$ cat src/rtl/fuzz_vector_sequencer.sv
// Clocked, handshaked sequencer for a fuzz DUT: fetches each stimulus vector,
// holds it on the DUT, captures the output and scores it against the golden word.
module fuzz_vector_sequencer #(
   parameter int IN_W    = 64,
   parameter int OUT_W   = 166,
   parameter int NUM_VEC = 21,
   parameter int HOLD    = 1,
   parameter int TIMEOUT = 16,
   localparam int AW     = (NUM_VEC > 1) ? $clog2(NUM_VEC) : 1
) (
   input  logic             clk,
   input  logic             rst_n,
   input  logic             start,
   output logic             vec_req,
   output logic [AW-1:0]    vec_addr,
   input  logic             vec_valid,
   input  logic [IN_W-1:0]  vec_data,
   output logic             gold_req,
   input  logic             gold_valid,
   input  logic [OUT_W-1:0] gold_data,
   output logic [IN_W-1:0]  dut_in,
   input  logic [OUT_W-1:0] dut_y,
   output logic             busy,
   output logic             done,
   output logic             err_timeout,
   output logic [15:0]      mism_cnt,
   output logic [AW-1:0]    first_mism
);

   localparam int HW = (HOLD > 1) ? $clog2(HOLD) : 1;
   localparam int WW = $clog2(TIMEOUT + 1);
   localparam logic [AW-1:0] LAST_IDX  = AW'(NUM_VEC - 1);
   localparam logic [HW-1:0] HOLD_LD   = HW'(HOLD - 1);
   localparam logic [WW-1:0] WAIT_LAST = WW'(TIMEOUT - 1);

   typedef enum logic [2:0] {
      S_IDLE, S_FETCH, S_APPLY, S_CAPTURE, S_GOLD, S_NEXT, S_FIN
   } state_t;

   state_t             r_state;
   state_t             w_state_nxt;
   logic [AW-1:0]      r_idx;
   logic [HW-1:0]      r_hold;
   logic [WW-1:0]      r_wait;
   logic               r_busy;
   logic               r_err;
   logic [15:0]        r_mism_cnt;
   logic [AW-1:0]      r_first;
   logic [IN_W-1:0]    r_dut_in;
   logic [OUT_W-1:0]   r_cap_y;
   logic               w_wait_exp;
   logic               w_match;

   // r_wait counts cycles spent in the current FETCH/GOLD wait; expiry on the
   // same edge as a valid loses to the valid.
   assign w_wait_exp = (r_wait == WAIT_LAST);
   assign w_match    = (r_cap_y == gold_data);

   always_ff @(posedge clk or negedge rst_n) begin
      if (!rst_n) r_state <= S_IDLE;
      else        r_state <= w_state_nxt;
   end

   always_comb begin
      w_state_nxt = r_state;
      case (r_state)
         S_IDLE:    if (start) w_state_nxt = S_FETCH;
         S_FETCH: begin
            if (vec_valid)       w_state_nxt = S_APPLY;
            else if (w_wait_exp) w_state_nxt = S_FIN;
         end
         S_APPLY:   if (r_hold == '0) w_state_nxt = S_CAPTURE;
         S_CAPTURE: w_state_nxt = S_GOLD;
         S_GOLD: begin
            if (gold_valid)      w_state_nxt = S_NEXT;
            else if (w_wait_exp) w_state_nxt = S_FIN;
         end
         S_NEXT:    w_state_nxt = (r_idx == LAST_IDX) ? S_FIN : S_FETCH;
         S_FIN:     w_state_nxt = S_IDLE;
         default:   w_state_nxt = S_IDLE;
      endcase
   end

   always_ff @(posedge clk or negedge rst_n) begin
      if (!rst_n) begin
         r_idx      <= '0;
         r_hold     <= '0;
         r_wait     <= '0;
         r_busy     <= 1'b0;
         r_err      <= 1'b0;
         r_mism_cnt <= '0;
         r_first    <= '0;
         r_dut_in   <= '0;
      end else begin
         if (r_state == S_FETCH || r_state == S_GOLD) r_wait <= r_wait + 1'b1;
         else                                         r_wait <= '0;
         case (r_state)
            S_IDLE: begin
               if (start) begin
                  r_idx      <= '0;
                  r_mism_cnt <= '0;
                  r_first    <= '0;
                  r_err      <= 1'b0;
                  r_busy     <= 1'b1;
               end
            end
            S_FETCH: begin
               if (vec_valid) begin
                  r_dut_in <= vec_data;
                  r_hold   <= HOLD_LD;
               end else if (w_wait_exp) begin
                  r_err <= 1'b1;
               end
            end
            S_APPLY: if (r_hold != '0) r_hold <= r_hold - 1'b1;
            S_GOLD: begin
               if (gold_valid) begin
                  // Written as if/else so an X compare lands in the mismatch branch.
                  if (w_match) begin
                     r_mism_cnt <= r_mism_cnt;
                  end else begin
                     if (r_mism_cnt != 16'hFFFF) r_mism_cnt <= r_mism_cnt + 16'd1;
                     if (r_mism_cnt == 16'd0)    r_first    <= r_idx;
                  end
               end else if (w_wait_exp) begin
                  r_err <= 1'b1;
               end
            end
            S_NEXT:  if (r_idx != LAST_IDX) r_idx <= r_idx + 1'b1;
            S_FIN:   r_busy <= 1'b0;
            default: r_busy <= r_busy;
         endcase
      end
   end

   always_ff @(posedge clk) begin
      if (r_state == S_CAPTURE) r_cap_y <= dut_y;
   end

   assign vec_req     = (r_state == S_FETCH);
   assign gold_req    = (r_state == S_GOLD);
   assign done        = (r_state == S_FIN);
   assign vec_addr    = r_idx;
   assign dut_in      = r_dut_in;
   assign busy        = r_busy;
   assign err_timeout = r_err;
   assign mism_cnt    = r_mism_cnt;
   assign first_mism  = r_first;

endmodule
$ cat config.mk
export PLATFORM = sky130hd
export DESIGN_NAME = fuzz_vector_sequencer
export DESIGN_NICKNAME = d
export VERILOG_FILES = /design/src/rtl/fuzz_vector_sequencer.sv
export SDC_FILE = /design/constraint.sdc
export NUM_CORES = 1
export LEC_CHECK = 0
export ABC_AREA = 1
export BUFFER_PORTS_ARGS = -buffer_cell sky130_fd_sc_hd__buf_2
export CAP_MARGIN = 20
export CORE_AREA = 2 2 191 193
export DETAILED_ROUTE_END_ITERATION = 7
export DIE_AREA = 0 0 193 195
export PLACE_DENSITY_LB_ADDON = 0.1
export SYNTH_ARGS = -nofsm -noshare
export SYNTH_HDL_FRONTEND = slang
export SYNTH_SLANG_ARGS = --single-unit
$ cat constraint.sdc
create_clock -name clk -period 32.6 [get_ports clk]
set_input_delay 6.52 -clock clk [delete_from_list [all_inputs] [get_ports clk]]
set_output_delay 6.52 -clock clk [all_outputs]
set_load 0.01 [all_outputs]
==> results.cfg <==
[clock_network]
cts_tree = yes
clk_path_buf_depth = 3
cts_made_buffers = 31
clk_pin_slew_ns = 0.06
numClockSinks = 266
htree_num_levels = 1
cts_resized = 0
cts_hold_buf = 0
cts_root_buffer = clkbuf_16
post_cts_buffers = 0
worst_skew_pair.late_latency_ns = 0.55

[route]
drt_iter0_drc = 434
wl_met3_um = 3780
drc_errors = 0
drt-met1-wl_um = 14200
drt-pass1-iter-count = 4
routed_via_density = 4.29
post_drt_wl_per_cell_um = 15.8
highest_layer = met5
via_count = 10162
routed_wirelength_um = 37500
ant_nets = 0
wl_met2_um = 18600

[setup_path]
r2r_start = r_state[0]
cp-start-kind = flip-flop
rr_worst_depth = 13
rr_endpoint = first_mism[1]
crit_path_end_kind = output port
critPathMaxFanout = 13
ff2ff_setup_slack_ns = 29.90
cp_data_arrival_time_ns = 1.78
critPathKind = reg -> out
cp.required_ns = 26.08

[synth]
ys_warn_count = 0
synth.yosys.seq_area_share = 0.607
synthAdderAreaFrac = 0.00609
yosysUniqueCellTypes = 28
synthFlopType = edfxtp_1
synth_top_family_by_area = simple AND/OR/NAND/NOR gates
async_reset_ff_frac = 0.376
synth-xor-area-share = 0.0618
yosys.area_share.simple = 0.230
syn_area_per_cell_um2 = 9.05
synthMuxAreaShare = 0
netlist_instances = 1363
synth-seq-cells = 266
synth_compound_area_frac = 0.0160
synth_edf_count = 166
synth_nets = 1770
synth_area_um2 = 12300

[floorplanning]
die_h_um = 195
core_um2 = 35400
die_area_um2 = 37600
die-width_um = 193
ios = 496
start_util = 0.348
rows = 69

[flow_run]
drv_cap = 0

[power]
ir_drop_mv = 0.0433
p_per_area_nw_per_um2 = 67.6
leakage_nw = 8.37

[sta]
setup_tns_ns = 0
period_share = 0.255
worst_pin_slew_ns = 0.953
rsz0062_at_grt = false
setup_viol = 0
layout_min_cycle_time_ns = 8.30
hold_slack_ns = 0.455
slew_violations = 0
slew_headroom = 0.364
fmax_mhz = 120
hold_viol_final = 0
clock_skew_ns = 0.00938

[min_path]
hold_path_class = reg -> reg
worstHoldEndpoint = r_wait[0]
min_from = r_wait[0]
min_path_cells = 1

[placement]
place_area_um2 = 15300
place_congestion = 0.838
dp_hpwl_um = 29200
port_buffers = 495

[grt]
track_usage = 0.193
antenna_found_initial = 14
grt_max_degree = 73
grt_pass1_vias = 10135
grt-ovfl-total = 0
grt_pass1_wl_um = 55700

[outcome]
status = finished clean

[final_layout]
fin_nets = 2284
fin_area_um2 = 16300
drive_gt1_frac = 0.291
syn_to_final_growth_pct = 32.2
-- Yosys cell counts, types with 3 or more instances --
cell type  number  area share
clkbuf_1        9      0.0027
a21oi_1        15      0.0061
a31oi_1         3      0.0015
nand3_1        32       0.013
xor2_1         20       0.014
o21ai_0        11      0.0045
nand4_1        27       0.014
xnor2_1        67       0.048
dfrtp_1       100        0.20
buf_2          10      0.0041
nor3_1         11      0.0045
nor2_2          3      0.0015
inv_1         234       0.071
edfxtp_1      166        0.40
nor2_1         99       0.030
nand2_1       538        0.16
ha_1            6      0.0061
-- worst max path at each step --
stage               depth (start not counted)       endpoint          start
floorplan                                   2     r_cap_y[0]     r_state[1]
global placement                           12  first_mism[2]  gold_data[14]
detailed placement                         15   mism_cnt[12]  gold_data[91]
CTS                                         4       gold_req     r_state[0]
global route                                4       gold_req     r_state[0]
finish                                      4       gold_req     r_state[0]
-- state kept, by name, indices dropped and copies added (netlist names), 3 cells and up --
name / cells
r_wait: 5
dut_in: 64
mism_cnt: 16
r_state: 3
first_mism: 5
r_cap_y: 166
vec_addr: 5
-- worst max-delay path, cell delays in order, from the launching register on --
cell     delay [ns]
dfrtp_1        0.40
inv_1          0.13
nand2_1        0.12
nor2_4         0.37
buf_2          0.21
-- layout by cell type (no fill, tap or decap), types with 3 or more instances in the layout --
master and count:
diode_2 9, ha_1 6, buf_4 6, nand4_1 27, dfrtp_1 100, nand2_1 537
inv_1 233, clkbuf_16 31, buf_2 494, o21ai_0 11, xnor2_1 67, edfxtp_1 166
clkinv_2 6, nor2_1 99, a21oi_1 15, xor2_1 20, clkbuf_1 15, a31oi_1 3
nand3_1 32, nor2_2 3, nor3_1 10, inv_2 3, clkbuf_8 4
-- report_power, final --
part	total, W	internal [W]	switching, W
sequential	0.000503	0.000459	0.0000444
clock	0.000318	0.000184	0.000134
combinational	0.000281	0.000107	0.000174
total	0.00110	0.000750	0.000352
-- logic make-up after synthesis --
logic type / count (synthesis)
xor+xnor: 87
fa+ha+maj: 6
compound gates: 34
simple gates: 714
flops: 266
buf+inv: 256
-- layout make-up --
class / count / area, um^2
clock inverter: 7 / 33.8
tap: 461 / 577
fill: 3505 / 19100
clock buffer: 50 / 887
multi-input combinational: 841 / 3870
antenna: 9 / 22.5
timing repair buffer: 501 / 2540
sequential: 266 / 7490
inverter: 236 / 886
-- layer usage --
| layer | vias up | track usage |
|---|---|---|
| met2 | 342 | 0.344 |
| met5 | - | 0 |
| li1 | 5234 | - |
| met3 | 65 | 0.0663 |
| met4 | 12 | 0.0519 |
| met1 | 4509 | 0.219 |
-- through the flow --
stage                     power, W  cells  worst slack [ns]   util
final                      0.00110   2371             24.30  0.461
after global routing       0.00118   2366             24.21  0.460
after CTS                  0.00112   2361             24.27  0.459
after detailed placement  0.000794   2304             23.98  0.433
after global placement    0.000790   2304             24.00  0.433
after floorplan           0.000691   1363             20.01      -
Note: power is estimated with default switching activity, not from simulation.
